$ cat src/rtl/entry_pkg.sv
// entry_pkg
// Shared definitions for the operand-entry front end: the FSM state
// encoding (also driven out on the phase LEDs) and the phase width.
package entry_pkg;

    localparam int PHASE_W = 2;

    // Encoding is visible on the board LEDs, so values are fixed.
    typedef enum logic [PHASE_W-1:0] {
        LOAD_A = 2'd0,
        LOAD_B = 2'd1,
        READY  = 2'd2,
        UNUSED = 2'd3
    } phase_t;

endpackage

$ cat src/rtl/btn_debounce.sv
// btn_debounce
// Synchronizes one raw push-button into the clk domain, debounces it and
// produces a single-cycle pulse for each accepted press. Releases do not
// produce a pulse.
//
// Ports:
//   clk    in   system clock, rising edge
//   rst_n  in   asynchronous active-low reset
//   btn    in   raw, bouncy, active-high button
//   level  out  debounced button level
//   press  out  one-cycle pulse on each accepted rising level change
module btn_debounce #(
    parameter int DEBOUNCE_CYCLES = 1_000_000
) (
    input  logic clk,
    input  logic rst_n,
    input  logic btn,
    output logic level,
    output logic press
);

    localparam int CNT_W = $clog2(DEBOUNCE_CYCLES + 1);

    logic             sync_p0;
    logic             sync_p1;
    logic             level_d;
    logic [CNT_W-1:0] cnt;

    always_ff @(posedge clk or negedge rst_n) begin
        if (!rst_n) begin
            sync_p0 <= 1'b0;
            sync_p1 <= 1'b0;
            level   <= 1'b0;
            level_d <= 1'b0;
            cnt     <= '0;
        end else begin
            // two-flop synchronizer
            sync_p0 <= btn;
            sync_p1 <= sync_p0;
            level_d <= level;
            // The counter holds the length of the current disagreement run;
            // the level flips on the sample that would bring it to
            // DEBOUNCE_CYCLES, so the counter never has to store that value.
            if (sync_p1 == level) begin
                cnt <= '0;
            end else if (cnt == CNT_W'(DEBOUNCE_CYCLES - 1)) begin
                level <= ~level;
                cnt   <= '0;
            end else begin
                cnt <= cnt + CNT_W'(1);
            end
        end
    end

    assign press = level & ~level_d;

endmodule

$ cat src/rtl/operand_entry.sv
// operand_entry
// Front end of the lab adder datapath. Synchronizes the slide switches,
// debounces the enter/clear buttons and sequences operand entry:
// A first, then B together with Cin and S.
//
// Ports:
//   clk        in   system clock, rising edge
//   rst_n      in   asynchronous active-low reset
//   sw[3:0]    in   raw operand switches
//   cin_sw     in   raw carry-in switch
//   sel_sw     in   raw output-select switch (1 = carry, 0 = sum)
//   btn_enter  in   raw enter button
//   btn_clear  in   raw clear button
//   A[3:0]     out  captured operand A
//   B[3:0]     out  captured operand B
//   Cin        out  captured carry-in
//   S          out  captured select
//   valid      out  high while A, B, Cin, S form a complete set
//   phase[1:0] out  current FSM state
module operand_entry
    import entry_pkg::*;
#(
    parameter int DEBOUNCE_CYCLES = 1_000_000
) (
    input  logic               clk,
    input  logic               rst_n,
    input  logic [3:0]         sw,
    input  logic               cin_sw,
    input  logic               sel_sw,
    input  logic               btn_enter,
    input  logic               btn_clear,
    output logic [3:0]         A,
    output logic [3:0]         B,
    output logic               Cin,
    output logic               S,
    output logic               valid,
    output logic [PHASE_W-1:0] phase
);

    logic [3:0] sw_p0, sw_p1;
    logic       cin_p0, cin_p1;
    logic       sel_p0, sel_p1;

    logic enter_press;
    logic clear_press;

    phase_t     state, state_nx;
    logic [3:0] a_nx, b_nx;
    logic       cin_nx, s_nx;

    // Switch synchronizers
    always_ff @(posedge clk or negedge rst_n) begin
        if (!rst_n) begin
            sw_p0  <= '0;
            sw_p1  <= '0;
            cin_p0 <= 1'b0;
            cin_p1 <= 1'b0;
            sel_p0 <= 1'b0;
            sel_p1 <= 1'b0;
        end else begin
            sw_p0  <= sw;
            sw_p1  <= sw_p0;
            cin_p0 <= cin_sw;
            cin_p1 <= cin_p0;
            sel_p0 <= sel_sw;
            sel_p1 <= sel_p0;
        end
    end

    btn_debounce #(.DEBOUNCE_CYCLES(DEBOUNCE_CYCLES)) u_enter (
        .clk   (clk),
        .rst_n (rst_n),
        .btn   (btn_enter),
        .level (),
        .press (enter_press)
    );

    btn_debounce #(.DEBOUNCE_CYCLES(DEBOUNCE_CYCLES)) u_clear (
        .clk   (clk),
        .rst_n (rst_n),
        .btn   (btn_clear),
        .level (),
        .press (clear_press)
    );

    always_comb begin
        state_nx = state;
        a_nx     = A;
        b_nx     = B;
        cin_nx   = Cin;
        s_nx     = S;
        // Clear is checked first so a coincident enter captures nothing.
        if (clear_press) begin
            state_nx = LOAD_A;
            a_nx     = '0;
            b_nx     = '0;
            cin_nx   = 1'b0;
            s_nx     = 1'b0;
        end else begin
            case (state)
                LOAD_A: begin
                    if (enter_press) begin
                        a_nx     = sw_p1;
                        state_nx = LOAD_B;
                    end
                end
                LOAD_B: begin
                    if (enter_press) begin
                        b_nx     = sw_p1;
                        cin_nx   = cin_p1;
                        s_nx     = sel_p1;
                        state_nx = READY;
                    end
                end
                READY: begin
                    // B/Cin/S are kept; only A is replaced.
                    if (enter_press) begin
                        a_nx     = sw_p1;
                        state_nx = LOAD_B;
                    end
                end
                default: state_nx = LOAD_A;
            endcase
        end
    end

    // FSM and operand registers
    always_ff @(posedge clk or negedge rst_n) begin
        if (!rst_n) begin
            state <= LOAD_A;
            A     <= '0;
            B     <= '0;
            Cin   <= 1'b0;
            S     <= 1'b0;
            valid <= 1'b0;
        end else begin
            state <= state_nx;
            A     <= a_nx;
            B     <= b_nx;
            Cin   <= cin_nx;
            S     <= s_nx;
            // Registered from the next state so valid rises with the B capture.
            valid <= (state_nx == READY);
        end
    end

    assign phase = state;

endmodule

$ cat config.mk
export PLATFORM = sky130hd
export DESIGN_NAME = operand_entry
export DESIGN_NICKNAME = d
export VERILOG_FILES = /design/src/rtl/entry_pkg.sv /design/src/rtl/btn_debounce.sv /design/src/rtl/operand_entry.sv
export SDC_FILE = /design/constraint.sdc
export NUM_CORES = 1
export LEC_CHECK = 0
export BUFFER_PORTS_ARGS = -buffer_cell sky130_fd_sc_hd__buf_2
export CORE_UTILIZATION = 55
export DETAILED_ROUTE_END_ITERATION = 8
export GPL_ROUTABILITY_DRIVEN = 1
export PLACE_DENSITY = 0.77
export SYNTH_ARGS = -nofsm -noshare
export SYNTH_HDL_FRONTEND = slang
export SYNTH_SLANG_ARGS = --single-unit
$ cat constraint.sdc
create_clock -name clk -period 5.5 [get_ports clk]
set_input_delay 1.1 -clock clk [delete_from_list [all_inputs] [get_ports clk]]
set_output_delay 1.1 -clock clk [all_outputs]
set_load 0.02 [all_outputs]
After elaboration in Yosys (flattened, before gate mapping)
Cells that the tools add are included.
- memory bits (writable): 0
- flip-flop bits (word level): 73
- bits in read-only memories: 0
- logic and storage cells: 67
- input port bits: 10
- memories: 0
- bits in latches: 0
- shift operators: 0
- divide/modulo/power cells: 0
- reductions and logical operators: 9
- eq/ne operators: 7
- bitwise gates (word level): 8
- $lt $le $gt $ge: 0
- muxes and demuxes: 19
- $add $sub $neg: 2
- multiply operators: 0
- operators by type and width (kind ; count):
    $mux W20 ; 4
    $add A20 B1 Y20 const B ; 2
    $eq A20 B20 Y1 const B ; 2
    $mux W4 ; 5
    $reduce_and A2 Y1 ; 4
    $mux W1 ; 6
    $mux W2 ; 3
    $not A1 Y1 ; 6
    $reduce_bool A2 Y1 ; 3
    $eq A2 B2 Y1 const B ; 2
    $pmux W2 S2 ; 1
    $and A1 B1 Y1 ; 2
    $eq A1 B1 Y1 ; 2
    $eq A2 B1 Y1 const B ; 1
    $logic_not A2 Y1 ; 1
    $reduce_or A2 Y1 ; 1

Longest topological paths before layout
Gate-level depths: netlist of the first run.
- depth in word-level cells: 6
- gate-level depth with buffers: 6
- gate-level depth less buffers: 5

By module
From an unflattened synthesis of the first run, not the netlist that was laid out.
- cell total of the unflattened synthesis: 276
- area, all modules: 3126.7 µm²
- by module, submodules not included (module ; times used ; area an instance (µm²) ; cells an instance):
    btn_debounce ; 2 ; 1146.1 ; 110
    operand_entry ; 1 ; 834.6 ; 56

Worst setup path before layout of the first run
Ideal clock, no wire load.
- path kind: reg-to-reg
- from: reg u_clear.cnt[12]
- to: reg u_clear.cnt[10]
- clock period less this slack: 1.993 ns
- required time: 5.381 ns
- setup slack: 3.507 ns
- data arrival time: 1.875 ns
- setup time: 0.119 ns
- cell stages (with the launch flop): 6
- cell sequence: dfrtp_1 or4_1 or4_4 o21ai_4 buf_6 nor2_1
- word-level cells in the longest chain between the ends: 3
- RTL lines (element ; RTL line ; text):
    from (decl) ; btn_debounce.sv:27 ; logic [CNT_W-1:0] cnt;
    from (signal assigned) ; btn_debounce.sv:50 ; cnt <= cnt + CNT_W'(1);
    $eq A20 B20 Y1 ; btn_debounce.sv:46 ; end else if (cnt == CNT_W'(DEBOUNCE_CYCLES - 1)) begin
    $mux W20 ; btn_debounce.sv:46 ;
    $mux W20 ; btn_debounce.sv:44 ; if (sync_p1 == level) begin
Every way passes these cells.
A chain may end at the register's enable or synchronous reset.

Worst setup path in the final report of the first run
- from: reg u_clear.cnt[12]
- to: reg u_clear.cnt[3]
The elaborated chain is that of the path after synthesis.

==> flow_metrics.env, run 1 <==
export IMPL_grt_use_met1_pct=24.6
export IMPL_hold_path_class="flip-flop to flip-flop"
export IMPL_cp_cell_sequence="or4_1 > or4_4 > o21ai_4 > nor2_1"
export IMPL_yosys_top_cells_area="dfrtp_1 59%, nor2_1 4.1%, a21oi_1 3.5%"
export IMPL_hold_slack_ps=351
export IMPL_finalMaxSlewViolations=0
export IMPL_post_cts_buffers=0
export IMPL_tns_ps=0
export IMPL_startpoint_type="flip-flop"
export IMPL_ys_top_cells_by_count="73 x dfrtp_1, 34 x nor2_1, 22 x a21oi_1"
export IMPL_crit_path_max_incr_delay_ps=550
export IMPL_synth_area_mm2=0.00310
export IMPL_route_vias_total=2115
export IMPL_cts_buffer_depth=2
export IMPL_path_clk_slew_ps=80
export IMPL_p_leak_nw=1.52
export IMPL_area_growth_syn_to_layout_pct=10.9
export IMPL_cts_root_buf="clkbuf_8"
export IMPL_crit_required_ps=5710
export IMPL_drcViolationCount=0
export IMPL_coreArea_mm2=0.00527
export IMPL_met3_usage_pct=5.48
export IMPL_ys_flop_type="dfrtp_1"
export IMPL_antenna_found_initial=0
export IMPL_routabilityCongestion=0.739
export IMPL_ys_async_sr_fraction_pct=100
export IMPL_die_area_mm2=0.00595
export IMPL_start_util_pct=58.9
export IMPL_fp_dieH_um=77.1
export IMPL_grt_pass1_vias=2018
export IMPL_nNetsFinal=323
export IMPL_ys_seq_elements=73
export IMPL_worst_ep_arrival_time_ps=2410
export IMPL_critPathKind="flip-flop to flip-flop"
export IMPL_drv_cap=0
export IMPL_drive_gt1_share_pct=15.8
export IMPL_drtAntennaViolNets=0
export IMPL_grt_overflow=0
export IMPL_finClkSkew_ps=11.1
export IMPL_antennaDiodeCount=0
export IMPL_cts_sinks=73
export IMPL_status="complete, no violations"
export IMPL_htreeDepth=3
export IMPL_grt_start_max_net_pins=51
export IMPL_hold_buffers=0
export IMPL_timing_final_crit_share_pct=39.9
export IMPL_worst_path_max_delay_cell="or4_4"
export IMPL_synth_warnings=0
export IMPL_use_met2_pct=31.2
export IMPL_final_setup_viol_count=0
export IMPL_cp_num_buf_inv=0
export IMPL_synth_cells=286
export IMPL_cts_resized=0
export IMPL_grtUsageTotal_pct=19.4
export IMPL_cts_buffers=9
export IMPL_grt_pass1_wl_mm=8.90
export IMPL_fmax_ghz=0.455
export IMPL_yosysMostFrequentCell="dfrtp_1"
export IMPL_clkLatencyLatePin_ps=350
export IMPL_max_slew_margin_pct=47.0
export IMPL_syn_mean_instance_area_um2=10.9
export IMPL_drt_pass1_iterations=4
export IMPL_ys_types=31
export IMPL_grt_busiest_layer="met2"
export IMPL_hold_viol_final=0
export IMPL_endpoint_kind="flip-flop"
export IMPL_via_per_inst=5.48
export IMPL_tightest_slew_ps=793
export IMPL_p_per_area_mw_per_mm2=280
export IMPL_synth_top_area_share_pct=58.8
export IMPL_die_x_um=77.1
export IMPL_rsz0062_at_grt="false"
export IMPL_dp_hpwl_mm=3.56
export IMPL_post_drt_wl_per_cell_um=13.1
export IMPL_cts_tree="yes"
export IMPL_cp_max_fo=19
export IMPL_ys_seq_area_share_pct=58.8
export IMPL_design_portCount=23
export IMPL_critPathTopFamily="simple AND/OR/NAND/NOR gates"
export IMPL_io_buffers=22
export IMPL_synth_net_count=298
export IMPL_rows=26
export IMPL_wl_mm=5.06
export IMPL_ir_drop_mv=0.174
export IMPL_drtIter0Drc=117
export IMPL_synth_edf_count=0
export IMPL_synth_top_area_cell="dfrtp_1"
export IMPL_min_period_ps=2200
[flip-flops by register name, indices dropped and copies added, names as in the netlist, 2 cells and up]
register,flops
u_clear.cnt,20
u_enter.cnt,20
A,4
B,4
sw_p0,4
sw_p1,4
phase,2
[logic make-up (layout without fill, tap and decap cells)]
kind of cell / after synthesis / count (layout) / synth area share (%)
and+or+nand+nor: 117 / 117 / 20.2
DFF: 73 / 73 / 58.8
AOI/OAI and AO/OA: 46 / 46 / 8.75
xor gates and xnor gates: 21 / 21 / 5.93
buffers and inverters: 19 / 49 / 2.86
muxes: 8 / 8 / 2.66
adders and majority gates: 2 / 2 / 0.806
[through the flow]
stage | setup slack, ps | power, mW | cells | util (%) | cell area, µm²
2_1_floorplan | 3510 | 0.573 | 286 | - | 3100
3_3_place_gp | 3350 | 0.589 | 370 | 61.8 | 3260
3_5_place_dp | 3310 | 0.589 | 370 | 61.8 | 3260
4_1_cts | 3290 | 0.976 | 386 | 65.3 | 3440
5_1_grt | 3170 | 1.01 | 386 | 65.3 | 3440
6_report | 3300 | 0.964 | 386 | 65.3 | 3440
[layer usage]
metal	wire length [µm]	vias to the layer above
met3	180	6
li1	-	1046
met4	50	0
met2	2410	38
met5	0	-
met1	2430	1025
[layout by cell type, fill, tap and decap left out, drive strengths merged, types with 2 or more instances in the layout]
master	synthesis	routed
nor3	3	3
and2	4	4
o21ai	17	17
inv	10	14
ha	2	2
or4	15	15
xor2	12	12
nor4	2	2
o31ai	6	6
dfrtp	73	73
buf	4	23
nand3	19	19
nor2b	4	4
mux2	2	2
nand4	3	3
nand2	15	15
nor2	34	34
mux2i	6	6
a21oi	23	23
or3	10	10
nand2b	2	2
clkinvlp	0	2
clkbuf	5	9
xnor2	9	9
and3	4	4
[path summary, 6_finish.rpt]
| path | from | to | slack, ps | cells after the start |
|---|---|---|---|---|
| worst max-delay path | u_clear.cnt[12] | u_clear.cnt[3] | 3300 | 4 |
| worst min-delay path | u_clear.sync_p0 | u_clear.sync_p1 | 350 | 0 |
| worst max register to register | u_clear.cnt[12] | u_clear.cnt[3] | 3300 | 4 |
| worst min register to register | u_clear.sync_p0 | u_clear.sync_p1 | 350 | 0 |
| max in group asynchronous | rst_n | phase[0] | 3820 | 2 |
| min in group asynchronous | rst_n | u_enter.cnt[5] | 720 | 1 |
[cell type report]
| cell class | instances | area (µm²) |
|---|---|---|
| flip-flops and latches | 73 | 1830 |
| fillers | 412 | 1830 |
| multi-input cells | 194 | 1190 |
| clock buffers | 9 | 124 |
| repair buffers | 23 | 118 |
| well taps | 70 | 87.6 |
| clock inverters | 7 | 61.3 |
| inverters | 10 | 37.5 |
[power by group]
part / internal (mW) / switching (mW) / leakage, nW
registers: 0.546 / 0.00612 / 0.978
logic: 0.00718 / 0.0185 / 0.451
clock network: 0.172 / 0.215 / 0.0888
Note: power is estimated with default switching activity, not from simulation.
==> inputs of run 2 (changes only) <==
--- a/config.mk
+++ b/config.mk
@@ -6,7 +6,7 @@
 export NUM_CORES = 1
 export LEC_CHECK = 0
 export BUFFER_PORTS_ARGS = -buffer_cell sky130_fd_sc_hd__buf_2
-export CORE_UTILIZATION = 55
+export CORE_UTILIZATION = 53
 export DETAILED_ROUTE_END_ITERATION = 8
 export GPL_ROUTABILITY_DRIVEN = 1
 export PLACE_DENSITY = 0.77
==> constraint.sdc (replaced) <==
create_clock -name clk -period 1.8 [get_ports clk]
set_input_delay 0.36 -clock clk [delete_from_list [all_inputs] [get_ports clk]]
set_output_delay 0.36 -clock clk [all_outputs]
set_load 0.02 [all_outputs]
==> flow_metrics.env, run 2 (synthesized netlist as in run 1, its figures left out) <==
export IMPL_startpoint_type="flip-flop"
export IMPL_antenna_found_initial=0
export IMPL_htreeDepth=3
export IMPL_rsz0062_at_grt="true"
export IMPL_drtIter0Drc=134
export IMPL_internal_power_mw=2.25
export IMPL_cp_max_fo=10
export IMPL_tightest_slew_ps=426
export IMPL_die_area_mm2=0.00617
export IMPL_final_common_cell="dfrtp_1"
export IMPL_finalMaxSlewViolations=0
export IMPL_seq_power_share_pct=56.0
export IMPL_cts_tree="yes"
export IMPL_cts_buffer_depth=2
export IMPL_die_x_um=78.5
export IMPL_drcViolationCount=0
export IMPL_hold_viol_final=0
export IMPL_coreArea_mm2=0.00557
export IMPL_grt_start_max_net_pins=37
export IMPL_drtAntennaViolNets=0
export IMPL_stdcell_count=436
export IMPL_multi_input_area_mm2=0.00128
export IMPL_worst_ep_arrival_time_ps=2260
export IMPL_via_per_inst=5.39
export IMPL_routabilityCongestion=0.855
export IMPL_crit_required_ps=2030
export IMPL_post_drt_wl_per_cell_um=14.1
export IMPL_cts_sinks=73
export IMPL_grt_overflow=0
export IMPL_post_cts_buffers=0
export IMPL_rows=27
export IMPL_final_seq_area_mm2=0.00183
export IMPL_final_setup_viol_count=40
export IMPL_min_period_ps=2030
export IMPL_clockPowerShare_pct=39.6
export IMPL_switching_share_pct=25.2
export IMPL_endpoint_kind="flip-flop"
export IMPL_grtUsageTotal_pct=22.4
export IMPL_start_util_pct=55.7
export IMPL_grt_pass1_vias=2374
export IMPL_p_per_area_mw_per_mm2=762
export IMPL_reg_top3="u_clear.cnt x20, u_enter.cnt x20"
export IMPL_path_clk_slew_ps=90
export IMPL_timing_final_crit_share_pct=113
export IMPL_drt_pass1_iterations=4
export IMPL_ir_drop_mv=0.490
export IMPL_placed_cell_area_mm2=0.00366
export IMPL_fillers=412
export IMPL_switching_power_mw=0.760
export IMPL_fp_dieH_um=78.5
export IMPL_status="finished, violations left"
export IMPL_wl_mm=6.15
export IMPL_nNetsFinal=371
export IMPL_io_buffers=22
export IMPL_fmax_ghz=0.493
export IMPL_cts_root_buf="clkbuf_8"
export IMPL_area_growth_syn_to_layout_pct=27.4
export IMPL_fin_ws_ps=-228
export IMPL_critPathKind="flip-flop to flip-flop"
export IMPL_drive_gt1_share_pct=32.4
export IMPL_design_portCount=23
export IMPL_finClkSkew_ps=10.2
export IMPL_grt_pass1_wl_mm=10.5
export IMPL_hold_slack_ps=112
export IMPL_cts_buffers=9
export IMPL_fin_area_mm2=0.00396
export IMPL_max_slew_margin_pct=71.6
export IMPL_dp_cells=418
export IMPL_dp_hpwl_mm=4.17
export IMPL_failed_checks="negative setup slack"
export IMPL_route_vias_total=2348
export IMPL_final_cell_mix="73 x dfrtp_1, 41 x buf_4, 32 x nor2_1"
export IMPL_clkLatencyLatePin_ps=350
export IMPL_comb_power_share_pct=4.4
export IMPL_antennaDiodeCount=0
export IMPL_p_leak_nw=1.78
export IMPL_hold_path_class="input pin to flip-flop"
export IMPL_drv_cap=0
==> run 2: routing by layer <==
metal  up-vias  part of all wire, %  GRT usage, %
met5         -                    0             0
met4         0                  1.9          10.6
met3        13                  2.7          4.77
met2        51                   50          35.9
met1      1143                   46          29.1
li1       1141                    -             -
==> run 2: repair_timing <==
item                                   CTS  global route
setup endpoints to repair               40            40
endpoints found under the hold margin   14             0
pin swaps                                1             0
gates resized for setup                 20             5
gates cloned                             1             0
hold buffers                             1             0
==> run 2: cell type report <==
class / instances / area share (%)
Clock buffer: 9 / 3.13
Clock inverter: 7 / 1.55
Inverter: 10 / 0.949
Multi-Input combinational cell: 194 / 32.4
Sequential cell: 73 / 46.2
Tap cell: 72 / 2.28
Timing Repair Buffer: 71 / 13.5
==> run 2: stage by stage <==
stage               setup WS [ps]  TNS, ps  util [%]  power (mW)
floorplan                    -178    -4400         -        1.76
global placement             -171    -3960      65.7        1.84
detailed placement           -213    -4530      65.7        1.84
CTS                          -174    -5720      70.6        3.04
global route                 -274    -9780      71.0        3.11
finish                       -228    -7550      71.0        3.01
==> run 2: final timing paths <==
path	slack, ps	start	to	cells after the start
setup / recovery	-230	u_clear.cnt[15]	u_clear.cnt[10]	5
setup reg to reg	-230	u_clear.cnt[15]	u_clear.cnt[10]	5
hold reg to reg	350	sw_p0[3]	sw_p1[3]	0
max in group asynchronous	800	rst_n	A[2]	3
min in group asynchronous	480	rst_n	u_clear.cnt[0]	2
hold / removal	110	sw[2]	sw_p0[2]	1
==> run 2: worst max-delay path, stage by stage, from the launching register on <==
cell and delay, ps:
dfrtp_1 400, or4_4 530, or4_4 550, o21ai_4 210
buf_6 170, nor2_1 60
==> run 2: power groups by stage <==
stage	logic, mW	registers [mW]	clock network (mW)
finish	0.133	1.69	1.19
global route	0.153	1.69	1.27
CTS	0.135	1.69	1.22
detailed placement	0.126	1.72	0
global placement	0.123	1.72	0
floorplan	0.0391	1.72	0
